**config.mk**
```make
export PLATFORM = sky130hd
export DESIGN_NAME = sys_weight_loader
export DESIGN_NICKNAME = d
export VERILOG_FILES = /design/src/rtl/sys_pkg.sv /design/src/rtl/sys_weight_bank.sv /design/src/rtl/sys_weight_loader.sv
export SDC_FILE = /design/constraint.sdc
export NUM_CORES = 1
export LEC_CHECK = 0
export CAP_MARGIN = 15
export CELL_PAD_IN_SITES_DETAIL_PLACEMENT = 0
export CELL_PAD_IN_SITES_GLOBAL_PLACEMENT = 1
export CORE_MARGIN = 3
export CORE_UTILIZATION = 45
export CTS_BUF_LIST = sky130_fd_sc_hd__clkbuf_4 sky130_fd_sc_hd__clkbuf_8 sky130_fd_sc_hd__clkbuf_16
export CTS_CLUSTER_DIAMETER = 100
export DETAILED_ROUTE_END_ITERATION = 8
export GPL_TIMING_DRIVEN = 0
export PLACE_DENSITY_LB_ADDON = 0.1
export SLEW_MARGIN = 30
export SYNTH_ARGS = -nofsm -noshare
export SYNTH_HDL_FRONTEND = slang
export SYNTH_SLANG_ARGS = --single-unit
```
**constraint.sdc**
```tcl
create_clock -name clk -period 4.1 [get_ports clk]
set_clock_uncertainty 0.1 [all_clocks]
set_input_delay 1.025 -clock clk [delete_from_list [all_inputs] [get_ports clk]]
set_output_delay 1.025 -clock clk [all_outputs]
set_load 0.01 [all_outputs]
```
**src/rtl/sys_pkg.sv**
```systemverilog
// Shared constants, loader state type and counter-width helpers
// for the systolic weight loader.
package sys_pkg;

  localparam int SYS_N  = 4;
  localparam int SYS_DW = 16;

  typedef enum logic [1:0] {
    ST_IDLE   = 2'd0,
    ST_STREAM = 2'd1,
    ST_DONE   = 2'd2
  } ld_state_e;

  function automatic int wr_cnt_w(input int n);
    return $clog2(n * n + 1);
  endfunction

  function automatic int t_w(input int n);
    return $clog2(2 * n);
  endfunction

endpackage

```
**src/rtl/sys_weight_bank.sv**
```systemverilog
// N x N weight register bank: one row/col write port and
// N read ports, read port c returning the selected row of column c.
module sys_weight_bank #(
  parameter int N  = 4,
  parameter int DW = 16
) (
  input  logic                    clk,
  input  logic                    i_we,
  input  logic [$clog2(N)-1:0]    i_wrow,
  input  logic [$clog2(N)-1:0]    i_wcol,
  input  logic [DW-1:0]           i_wdata,
  input  logic [N*$clog2(N)-1:0]  i_rrow,
  output logic [N*DW-1:0]         o_rdata
);

  localparam int RW = $clog2(N);

  logic [DW-1:0] r_mem [N][N];

  always_ff @(posedge clk) begin
    if (i_we) r_mem[i_wrow][i_wcol] <= i_wdata;
  end

  always_comb begin
    o_rdata = '0;
    for (int c = 0; c < N; c++) begin
      o_rdata[c*DW +: DW] = r_mem[i_rrow[c*RW +: RW]][c];
    end
  end

endmodule

```
**src/rtl/sys_weight_loader.sv**
```systemverilog
// Double-buffered weight loader with skewed column streaming.
// Macro SYS_WLOAD_TRANSPOSE_EN selects column-major (transposed) loading.
module sys_weight_loader
  import sys_pkg::*;
#(
  parameter int N  = SYS_N,
  parameter int DW = SYS_DW
) (
  input  logic            clk,
  input  logic            rst_n,
  input  logic            load,
  input  logic [DW-1:0]   in,
  output logic            in_ready,
  input  logic            swap,
  output logic            pass,
  output logic [N*DW-1:0] out,
  output logic [N-1:0]    out_vld,
  output logic            done_w,
  output logic            shadow_full
);

  localparam int RW     = $clog2(N);
  localparam int WCW    = wr_cnt_w(N);
  localparam int TW     = t_w(N);
  localparam int LAST_T = 2 * N - 2;
  localparam int CELLS  = N * N;

  logic [WCW-1:0]  r_wr_cnt;
  logic            r_full;
  logic            r_bank;
  ld_state_e       r_state;
  logic [TW-1:0]   r_t;
  logic            r_pass;
  logic            r_done;
  logic [N-1:0]    r_vld;
  logic [N*DW-1:0] r_out;

  logic            w_wr_en;
  logic            w_swap_ok;
  logic [RW-1:0]   w_wrow;
  logic [RW-1:0]   w_wcol;
  ld_state_e       w_nstate;
  logic [TW-1:0]   w_nt;
  logic            w_nbank;
  logic [N*RW-1:0] w_raddr;
  logic [N-1:0]    w_nvld;
  logic [N*DW-1:0] w_rd0;
  logic [N*DW-1:0] w_rd1;
  logic [N*DW-1:0] w_rsel;
  logic [N*DW-1:0] w_nout;

  assign w_wr_en   = load && !r_full;
  assign w_swap_ok = swap && r_full && (r_state == ST_IDLE);

`ifdef SYS_WLOAD_TRANSPOSE_EN
  assign w_wrow = RW'(r_wr_cnt % WCW'(N));
  assign w_wcol = RW'(r_wr_cnt / WCW'(N));
`else
  assign w_wrow = RW'(r_wr_cnt / WCW'(N));
  assign w_wcol = RW'(r_wr_cnt % WCW'(N));
`endif

  always_comb begin
    w_nstate = r_state;
    w_nt     = r_t;
    unique case (r_state)
      ST_IDLE: begin
        if (w_swap_ok) begin
          w_nstate = ST_STREAM;
          w_nt     = '0;
        end
      end
      ST_STREAM: begin
        if (r_t == TW'(LAST_T)) w_nstate = ST_DONE;
        else                    w_nt     = r_t + 1'b1;
      end
      ST_DONE: w_nstate = ST_IDLE;
      default: w_nstate = ST_IDLE;
    endcase
  end

  assign w_nbank = w_swap_ok ? ~r_bank : r_bank;

  // Column c lags by c cycles; bottom row leaves first
  always_comb begin
    w_raddr = '0;
    w_nvld  = '0;
    for (int c = 0; c < N; c++) begin
      if (w_nstate == ST_STREAM &&
          int'(w_nt) >= c && int'(w_nt) < c + N) begin
        w_nvld[c]           = 1'b1;
        w_raddr[c*RW +: RW] = RW'(N - 1 + c - int'(w_nt));
      end
    end
  end

  sys_weight_bank #(.N(N), .DW(DW)) u_bank0 (
    .clk     (clk),
    .i_we    (w_wr_en && r_bank),
    .i_wrow  (w_wrow),
    .i_wcol  (w_wcol),
    .i_wdata (in),
    .i_rrow  (w_raddr),
    .o_rdata (w_rd0)
  );

  sys_weight_bank #(.N(N), .DW(DW)) u_bank1 (
    .clk     (clk),
    .i_we    (w_wr_en && !r_bank),
    .i_wrow  (w_wrow),
    .i_wcol  (w_wcol),
    .i_wdata (in),
    .i_rrow  (w_raddr),
    .o_rdata (w_rd1)
  );

  assign w_rsel = w_nbank ? w_rd1 : w_rd0;

  always_comb begin
    w_nout = '0;
    for (int c = 0; c < N; c++) begin
      if (w_nvld[c]) w_nout[c*DW +: DW] = w_rsel[c*DW +: DW];
    end
  end

  always_ff @(posedge clk) begin
    if (rst_n) begin
      r_wr_cnt <= '0;
      r_full   <= 1'b0;
      r_bank   <= 1'b0;
      r_state  <= ST_IDLE;
      r_t      <= '0;
      r_pass   <= 1'b0;
      r_done   <= 1'b0;
      r_vld    <= '0;
      r_out    <= '0;
    end else begin
      if (w_wr_en) begin
        if (r_wr_cnt == WCW'(CELLS - 1)) begin
          r_wr_cnt <= '0;
          r_full   <= 1'b1;
        end else begin
          r_wr_cnt <= r_wr_cnt + 1'b1;
        end
      end
      if (w_swap_ok) r_full <= 1'b0;
      r_bank  <= w_nbank;
      r_state <= w_nstate;
      r_t     <= w_nt;
      r_pass  <= (w_nstate == ST_STREAM);
      r_done  <= (w_nstate == ST_DONE);
      r_vld   <= w_nvld;
      r_out   <= w_nout;
    end
  end

  assign in_ready    = !r_full;
  assign shadow_full = r_full;
  assign pass        = r_pass;
  assign done_w      = r_done;
  assign out_vld     = r_vld;
  assign out         = r_out;

endmodule

```
# Word level (Yosys, flattened, before mapping)
# Memories as Yosys holds them, arrays and structs flattened.
# Index checks and enable logic that the tools add are counted.
# word_totals
input_bits	20
regBits	82
output_inout_bits	72
elab_cells	85
mem_bits_rw	512
memories	2
# mem_list
memory	depth	word_bits	rd	rd_clocked_by_memory_dff	write_ports	line_no	text
u_bank0.r_mem	4	64	4	0	1	sys_weight_bank.sv:18	logic [DW-1:0] r_mem [N][N];
u_bank1.r_mem	4	64	4	0	1	sys_weight_bank.sv:18	
# op_classes
eq_ne	5
n_addsub	6
mux	23
bitwise_logic	6
order_cmp	9
n_reduce_logical	22
# op_table
op	count
2-to-1 mux 64 bit	3
demux 16 bit (select 2 bit)	1
2-to-1 mux 16 bit	1
logical AND 1 bit	13
less-than comparator 3 bit (second input constant)	4
2-to-1 mux 2 bit	6
OR reduction 2 bit	5
2-to-1 mux 1 bit	7
greater-or-equal comparator 3 x 2 -> 1 bit (second input constant)	2
2-to-1 mux 3 bit	2
case mux 3 bit (2 select lines)	1
adder 5 x 1 -> 5 bit (second input constant)	1
equality test 5 x 4 -> 1 bit (second input constant)	1
2-to-1 mux 5 bit	1
inverter 1 bit	5
equality test 2 x 1 -> 1 bit (second input constant)	2
case mux 2 bit (2 select lines)	1
subtractor 1 x 2 -> 2 bit (first input constant)	2
subtractor 2 bit (first input constant)	2
adder 3 x 1 -> 3 bit (second input constant)	1
equality test 3 bit (second input constant)	1
greater-or-equal comparator 3 x 1 -> 1 bit (second input constant)	1
greater-or-equal comparator 3 bit (second input constant)	1
less-than comparator 3 x 1 -> 1 bit (second input constant)	1
other kinds (5)	6

# Depth between registers and ports, before layout
# Gate-level depths: netlist of the first run.
# logic_depth
word_depth	10
mapped_depth	15
mapped_depth_nobuf	12

# Modules after synthesis
# From an unflattened synthesis of the first run, not the netlist that was laid out.
# unflattened
cells_unflattened	1109
area_unflattened_um2	22261.4
# by_module_without_submodules
mod	n_inst	seq_area_each_um2	area_per_inst_um2	cells_each
sys_weight_bank	2	7687.4	9494.1	359
sys_weight_loader	1	1641.6	3273.1	391

# Least setup slack after synthesis of the first run
# Ideal clock, no wire load.
# synth_timing
path_type	input -> register
from	in swap
to	reg r_out[52], in the netlist out[52]
path_buffers	5
setup_ps	142
t_arrival_ps	3851
setup_slack_ps	7
path_stages	13
required_time_ps	3858
cell_sequence	a21oi_4 -> a211o_1 -> buf_6 -> clkbuf_1 -> buf_2 -> ha_1 -> nor4_2 -> and3_1 -> clkbuf_1 -> buf_1 -> nand3_1 -> o311ai_1 -> a311oi_1
# synth_between
elab_chain_len	10
word_cells_on_any_way	20
classes_between	1 x add/sub; 2 x order compare; 1 x eq/ne; 8 x mux; 1 x bitwise; 5 x reduce/logical; 2 x memory
# synth_rtl
element	line_no	text
start: declaration	sys_weight_loader.sv:14	input logic swap,
logical AND 1 bit * (2 in series)	sys_weight_loader.sv:53	assign w_swap_ok = swap && r_full && (r_state == ST_IDLE);
2-to-1 mux 3 bit *	sys_weight_loader.sv:68	if (w_swap_ok) begin
case mux 3 bit (2 select lines) *	sys_weight_loader.sv:66	unique case (r_state)
net w_nt[1]	sys_weight_loader.sv:43	logic [TW-1:0] w_nt;
greater-or-equal comparator 3 x 2 -> 1 bit	sys_weight_loader.sv:90	int'(w_nt) >= c && int'(w_nt) < c + N) begin
logical AND 1 bit	sys_weight_loader.sv:89	if (w_nstate == ST_STREAM &&
logical AND 1 bit	sys_weight_loader.sv:90	
2-to-1 mux 2 bit / 2-to-1 mux 1 bit (equally long branches)	sys_weight_loader.sv:89	
memory read (4 x 64 bit) / inverter 1 bit (equally long branches)	-	
2-to-1 mux 64 bit / OR reduction 2 bit (equally long branches)	-	
end signal: assignment	sys_weight_loader.sv:153	r_out <= w_nout;
end: declaration	sys_weight_loader.sv:36	logic [N*DW-1:0] r_out;
# Mark *: on every way through the listed nets, which the timed path passes. The rest lies on a longest branch.
# A chain may end at the register's enable or synchronous reset.

# Worst setup path in the final report of the first run
# layout_timing
from	in swap
to	reg r_out[59], in the netlist out[59]
# The elaborated chain is that of the path after synthesis.

==> results of run 1 <==
## routing by layer
layer,GRT usage [%],share of wire (%),vias to the layer above
li1,-,-,6186
met1,31.2,45,6840
met2,35.4,48,340
met3,2.98,4.7,82
met4,6.70,2.4,0
met5,0,0,-
## cell usage in the layout (no fill, tap or decap), types with 17 or more instances in the layout
cell,instances
edfxtp_1,512
dfxtp_1,81
clkdlybuf4s50_1,74
clkbuf_16,61
o221ai_1,53
clkbuf_1,52
mux2i_1,48
a211oi_1,47
nor2_1,42
inv_1,40
a21oi_1,37
nand2_1,36
and3_1,34
buf_2,34
nand3b_1,33
nor2_2,27
o211ai_1,23
o32ai_1,21
nand3_1,20
o2111ai_1,17
## synth_stat cells (all sizes together) (3+ instances only)
cell	count	share of area (%)
o21ai	6	0.16
o2111a	16	0.78
a21oi	42	1.0
a2111oi	3	0.28
o311ai	15	0.57
edfxtp	512	67
nand3b	33	1.1
inv	41	0.67
a221oi	16	0.69
nor2	74	1.2
buf	37	0.96
a311oi	16	0.61
a211oi	49	1.6
nor3	12	0.33
o2111ai	17	0.65
and4	16	0.61
o221ai	64	2.7
ha	8	0.44
mux2i	48	2.1
nand3	22	0.55
o32ai	32	1.5
o22ai	17	0.49
and3	35	0.95
nand2	36	0.59
o31a	16	0.61
o211ai	24	0.80
a211o	16	0.61
a21o	3	0.098
clkbuf	65	1.1
nand2b	4	0.11
nor3b	3	0.14
dfxtp	82	7.1
mux2	16	0.78
## through the flow
stage               std cells  TNS, ns
finish                   2327        0
global route             2327  -0.0252
CTS                      2324        0
detailed placement       2213   -62.42
global placement         2187   -75.41
floorplan                1424        0
## where the power goes
group	switching [W]	total [W]	internal (W)
Clock	0.00233	0.00567	0.00334
Sequential	0.00000765	0.00659	0.00658
Combinational	0.000147	0.000196	0.0000488
Total	0.00249	0.0125	0.00997
## worst max-delay path: stages
cell,delay (ns)
clkdlybuf4s15_1,0.32
a21oi_4,0.29
a211o_1,0.18
buf_6,0.16
clkbuf_4,0.26
buf_4,0.24
ha_2,0.33
nor4_4,0.27
buf_4,0.18
o221a_1,0.17
clkbuf_4,0.22
buf_4,0.21
o221ai_1,0.16
a311oi_2,0.36
## layout make-up
cell class,count,area [um^2],share of cell area [%]
clock inverters,37,420,1.53
clock buffers,74,1640,5.97
repair buffers,122,1330,4.84
multi-input cells,686,5510,20.1
flip-flops and latches,594,17000,62.0
inverters,42,173,0.630
well taps,672,841,3.07
plain buffers,100,499,1.82
## flip-flops by register name, indices dropped and copies added (netlist names)
signal / count
shadow_full: 1
r_bank: 1
r_state: 2
out: 64
pass: 1
out_vld: 4
u_bank0.r_mem: 256
done_w: 1
u_bank1.r_mem: 256
r_wr_cnt: 5
r_t: 3
## cell families after synthesis
kind of cell	synth area share [%]
DFF	74.0
and+or+nand+nor	6.06
adders and majority gates	0.435
AOI/OAI and AO/OA	13.7
muxes	2.87
xor gates and xnor gates	0.180
buffers and inverters	2.78
## worst max path at each step
stage | from | endpoint | slack, ns | depth (start not counted)
2_1_floorplan | swap | out[52] | 0.007 | 13
3_3_place_gp | swap | out[59] | -1.86 | 14
3_5_place_dp | swap | out[59] | -1.92 | 14
4_1_cts | r_t[0] | out[59] | 0.004 | 15
5_1_grt | swap | out[50] | -0.02 | 15
6_report | swap | out[59] | 0.11 | 14
## what timing repair did
action | CTS | global route
setup endpoints to repair | 32 | 32
gates resized for setup | 23 | 13
setup buffers | 2 | 3
pin swaps | 1 | 4
cloned | 0 | 0
==> metrics.md, run 1 <==
| Metric | Value |
|---|---|
| Status | `finished clean` |
| CP Class | `in2reg` |
| Total CTS buffers | `59` |
| Number of synthesized flops with an enable pin | `512` |
| # fillers | `4,092` |
| Peak Freq | `0.251 GHz` |
| Setup WS post-layout | `0.112 ns` |
| Post-synthesis register bit count | `594` |
| Clock slew at reported path FFs | `0.07 ns` |
| Placed cell area | `25,200 um^2` |
| Setup violations, final | `0` |
| Ant diodes | `0` |
| FFs w/ async S/R, synth | `0%` |
| Drt via density | `5.78` |
| CP max FO | `10` |
| Peak VDD IR | `0.352 mV` |
| Vias | `13,400` |
| Final #Nets | `1,633` |
| Syn. warnings | `0` |
| Core area | `50,400 um^2` |
| Leak | `8.95 nW` |
| Port bufs | `91` |
| Clock latency on the worst-skew pair | `0.62 ns` |
| CTS HTree Levels | `2` |
| Die Ht | `232 um` |
| Pwr dens | `454 nW/um^2` |
| Minimum clock period | `3.99 ns` |
| Terminus of the critical flop-to-flop path | `out[59]` |
| Clock sink count | `594` |
| Crit path launch type | `primary input` |
| DPL Wire Length | `39.7 mm` |
| CP Data Required Time | `4.51 ns` |
| Area of the die | `53,900 um^2` |
| ANT nets after route | `0` |
| Netlist cell types | `81` |
| Initial Utilization | `45.7%` |
| Cells on worst reg2reg path | `15` |
| Sequential share of the synthesized area | `74.0%` |
| Cts hold-fix bufs | `0` |
| Post-Syn Area | `23,000 um^2` |
| Clk root buf | `clkbuf_16` |
| Total Power | `0.0125 W` |
| Hold Path Class | `reg2reg` |
| I/O Pins | `92` |
| Max-cap violations | `0` |
| Syn_nets | `1,452` |
| Layout cells sized above 1 | `17.5%` |
| Grt ovf | `0` |
| Hold_sp | `r_wr_cnt[4]` |
| Worst slew margin | `35.2%` |
| WL final | `58.4 mm` |
| Initial antenna violation count | `0` |
| Pin count of the biggest net entering global routing | `33` |
| Row cnt | `82` |
| Post-route cell area | `27,400 um^2` |
| R2R Setup Slk | `0.21 ns` |
| First-pass GRT wire length | `87.7 mm` |
| Synthesis-to-layout area growth | `19.2%` |
| Final core occ | `54.4%` |
| Crit path arrival time | `4.39 ns` |
| Vias in the first global route | `13,600` |
| WL per Instance | `25.1 um` |
| CP Capture Type | `flip-flop` |
| 1st-pass router iterations | `5` |
| Largest buffer count on any clock path | `3` |
| Final GP Congestion | `0.806` |
| Primary FF master, synth | `edfxtp_1` |
| Final Cycle Share | `97.3%` |
| Worst hold path cell count | `1` |
| Slew @ Worst Pin | `0.964 ns` |
| Max Slew Vio Count | `0` |
| TritonCTS clock tree | `built` |
| Cells after synthesis | `1,424` |
| FF-to-FF Start | `r_t[0]` |
| Hold Crit Endpoint | `r_wr_cnt[4]` |
| Total track usage | `21.9%` |
| Hold Slack | `0.414 ns` |
| Mean Syn Cell Area | `16.2 um^2` |
| Drt initial violations | `992` |
| Pre-CTS setup slack | `-1.92 ns` |
| DRC | `0` |
| Final hold vios | `0` |
| Die Wd | `232 um` |
Power figures use the tool's default switching activity.
==> inputs of run 2 (changes only) <==
==> constraint.sdc (replaced) <==
create_clock -name clk -period 4.5 [get_ports clk]
set_clock_uncertainty 0.1 [all_clocks]
set_input_delay 1.125 -clock clk [delete_from_list [all_inputs] [get_ports clk]]
set_output_delay 1.125 -clock clk [all_outputs]
set_load 0.01 [all_outputs]
==> run 2 against run 1 <==
Sequential power is 9.0% lower. Design area is 0.21% lower. Worst setup slack better by 0.16 ns. Largest cell class unchanged. Critical path type is now reg2reg. Via count is 0.22% lower.
==> metrics.md, run 2 (synthesis results as in run 1) <==
| Metric | Value |
|---|---|
| DPL Wire Length | `39.7 mm` |
| Switch Pwr | `0.00226 W` |
| TritonCTS clock tree | `built` |
| Synthesis-to-layout area growth | `19.0%` |
| Drt initial violations | `978` |
| Crit path arrival time | `4.64 ns` |
| Cts hold-fix bufs | `0` |
| Pwr dens | `415 nW/um^2` |
| CTS HTree Levels | `2` |
| CP Data Required Time | `4.91 ns` |
| Hold Slack | `0.416 ns` |
| Status | `finished clean` |
| Largest buffer count on any clock path | `3` |
| Clock share of power | `45.5%` |
| Pin count of the biggest net entering global routing | `33` |
| Total track usage | `21.9%` |
| Slew @ Worst Pin | `0.987 ns` |
| Area of the die | `53,900 um^2` |
| Minimum clock period | `4.23 ns` |
| Sequential power share | `52.9%` |
| Ant diodes | `0` |
| Max Slew Vio Count | `0` |
| Die Ht | `232 um` |
| Port bufs | `91` |
| Vias | `13,400` |
| Crit path launch type | `flip-flop` |
| DRC | `0` |
| Initial antenna violation count | `0` |
| Setup TNS | `0 ns` |
| Most common cell after layout, fill and taps aside | `edfxtp_1` |
| Layout cells sized above 1 | `16.9%` |
| CP max FO | `11` |
| Peak Freq | `0.236 GHz` |
| Final core occ | `54.3%` |
| Clk root buf | `clkbuf_16` |
| Grt ovf | `0` |
| CP Class | `reg2reg` |
| RSZ-0062 raised after global routing | `false` |
| Combinational share of power | `1.6%` |
| Die Wd | `232 um` |
| Clock slew at reported path FFs | `0.07 ns` |
| Drt via density | `5.77` |
| Cell internal pwr | `0.00909 W` |
| Total CTS buffers | `59` |
| Max-cap violations | `0` |
| ANT nets after route | `0` |
| Leak | `8.94 nW` |
| I/O Pins | `92` |
| Vias in the first global route | `13,600` |
| 1st-pass router iterations | `5` |
| Final GP Congestion | `0.806` |
| Final #Nets | `1,630` |
| First-pass GRT wire length | `87.7 mm` |
| Sw frac | `19.9%` |
| Setup violations, final | `0` |
| Clock sink count | `594` |
| CP Capture Type | `flip-flop` |
| Row cnt | `82` |
| WL per Instance | `25.1 um` |
| Initial Utilization | `45.7%` |
| Clock latency on the worst-skew pair | `0.62 ns` |
| Final hold vios | `0` |
| WL final | `58.3 mm` |
| Final Cycle Share | `94.0%` |
| Most frequent cells in the layout | `512 x edfxtp_1, 82 x dfxtp_1, 74 x clkdlybuf4s50_1` |
| Worst slew margin | `33.7%` |
| Peak VDD IR | `0.324 mV` |
| Hold Path Class | `reg2reg` |
| Core area | `50,400 um^2` |
[run 2: cell types whose count changed in the layout (fill, tap and decap cells not counted), sizes merged]
cell and change:
buf -4, clkbuf +1, clkdlybuf4s15 -1, dlymetal6s2s +1
[run 2: worst paths after layout]
kind | start | to | slack [ns] | depth (start not counted)
worst max-delay path | r_t[0] | out[59] | 0.27 | 15
worst min-delay path | r_wr_cnt[4] | r_wr_cnt[4] | 0.42 | 1
worst max register to register | r_t[0] | out[59] | 0.27 | 15
worst min register to register | r_wr_cnt[4] | r_wr_cnt[4] | 0.42 | 1
[run 2: metrics by stage]
stage,setup WS (ns),instance area [um^2],std cells,power [W]
floorplan,0.307,23000,1424,0.00615
global placement,-1.56,24800,2187,0.00628
detailed placement,-1.62,25200,2213,0.00630
CTS,0.00544,27300,2324,0.0114
global route,0.0377,27400,2324,0.0117
finish,0.268,27400,2324,0.0113
[run 2: critical path: stages (launching register included)]
cell and delay [ns]:
dfxtp_1 0.48, inv_1 0.08, ha_1 0.28, and3_1 0.23, o21a_1 0.22, nor2_4 0.22
inv_2 0.15, clkbuf_4 0.26, ha_1 0.41, nor4_4 0.28, buf_4 0.18, o221a_1 0.16
buf_2 0.24, clkbuf_4 0.27, o221ai_1 0.16, a311oi_2 0.35
[run 2: power groups by stage]
stage	clock, W	sequential (W)	combinational, W
floorplan	0	0.00612	0.0000245
global placement	0	0.00613	0.000148
detailed placement	0	0.00612	0.000182
CTS	0.00525	0.00600	0.000183
global route	0.00547	0.00600	0.000193
finish	0.00517	0.00600	0.000178
[run 2: layout make-up]
| class | count | area [um^2] |
|---|---|---|
| buffer | 100 | 487 |
| fill | 4099 | 23000 |
| sequential | 594 | 17000 |
| multi-input combinational | 686 | 5490 |
| clock inverter | 37 | 420 |
| inverter | 42 | 170 |
| timing repair buffer | 119 | 1310 |
| clock buffer | 74 | 1640 |
| tap | 672 | 841 |
[run 2: what timing repair did]
action                     4_1_cts  5_1_grt
setup endpoints to repair       32       30
pin swaps                        1        2
buffers inserted                 2        0
gates resized for setup         14        9
[run 2: metal layers]
metal	wire length, um	track usage (%)
met2	27800	35.4
met5	0	0
met1	26400	31.2
met3	2670	2.98
met4	1470	6.70
==> inputs of run 3 (changes only) <==
==> constraint.sdc (replaced) <==
create_clock -name clk -period 4.5 [get_ports clk]
set_clock_uncertainty 0.1 [all_clocks]
set_input_delay 1.125 -clock clk [delete_from_list [all_inputs] [get_ports clk]]
set_output_delay 1.125 -clock clk [all_outputs]
set_load 0.05 [all_outputs]
==> results of run 3 <==
Same layout as run 2: the final DEF is identical, and so are final timing and power.
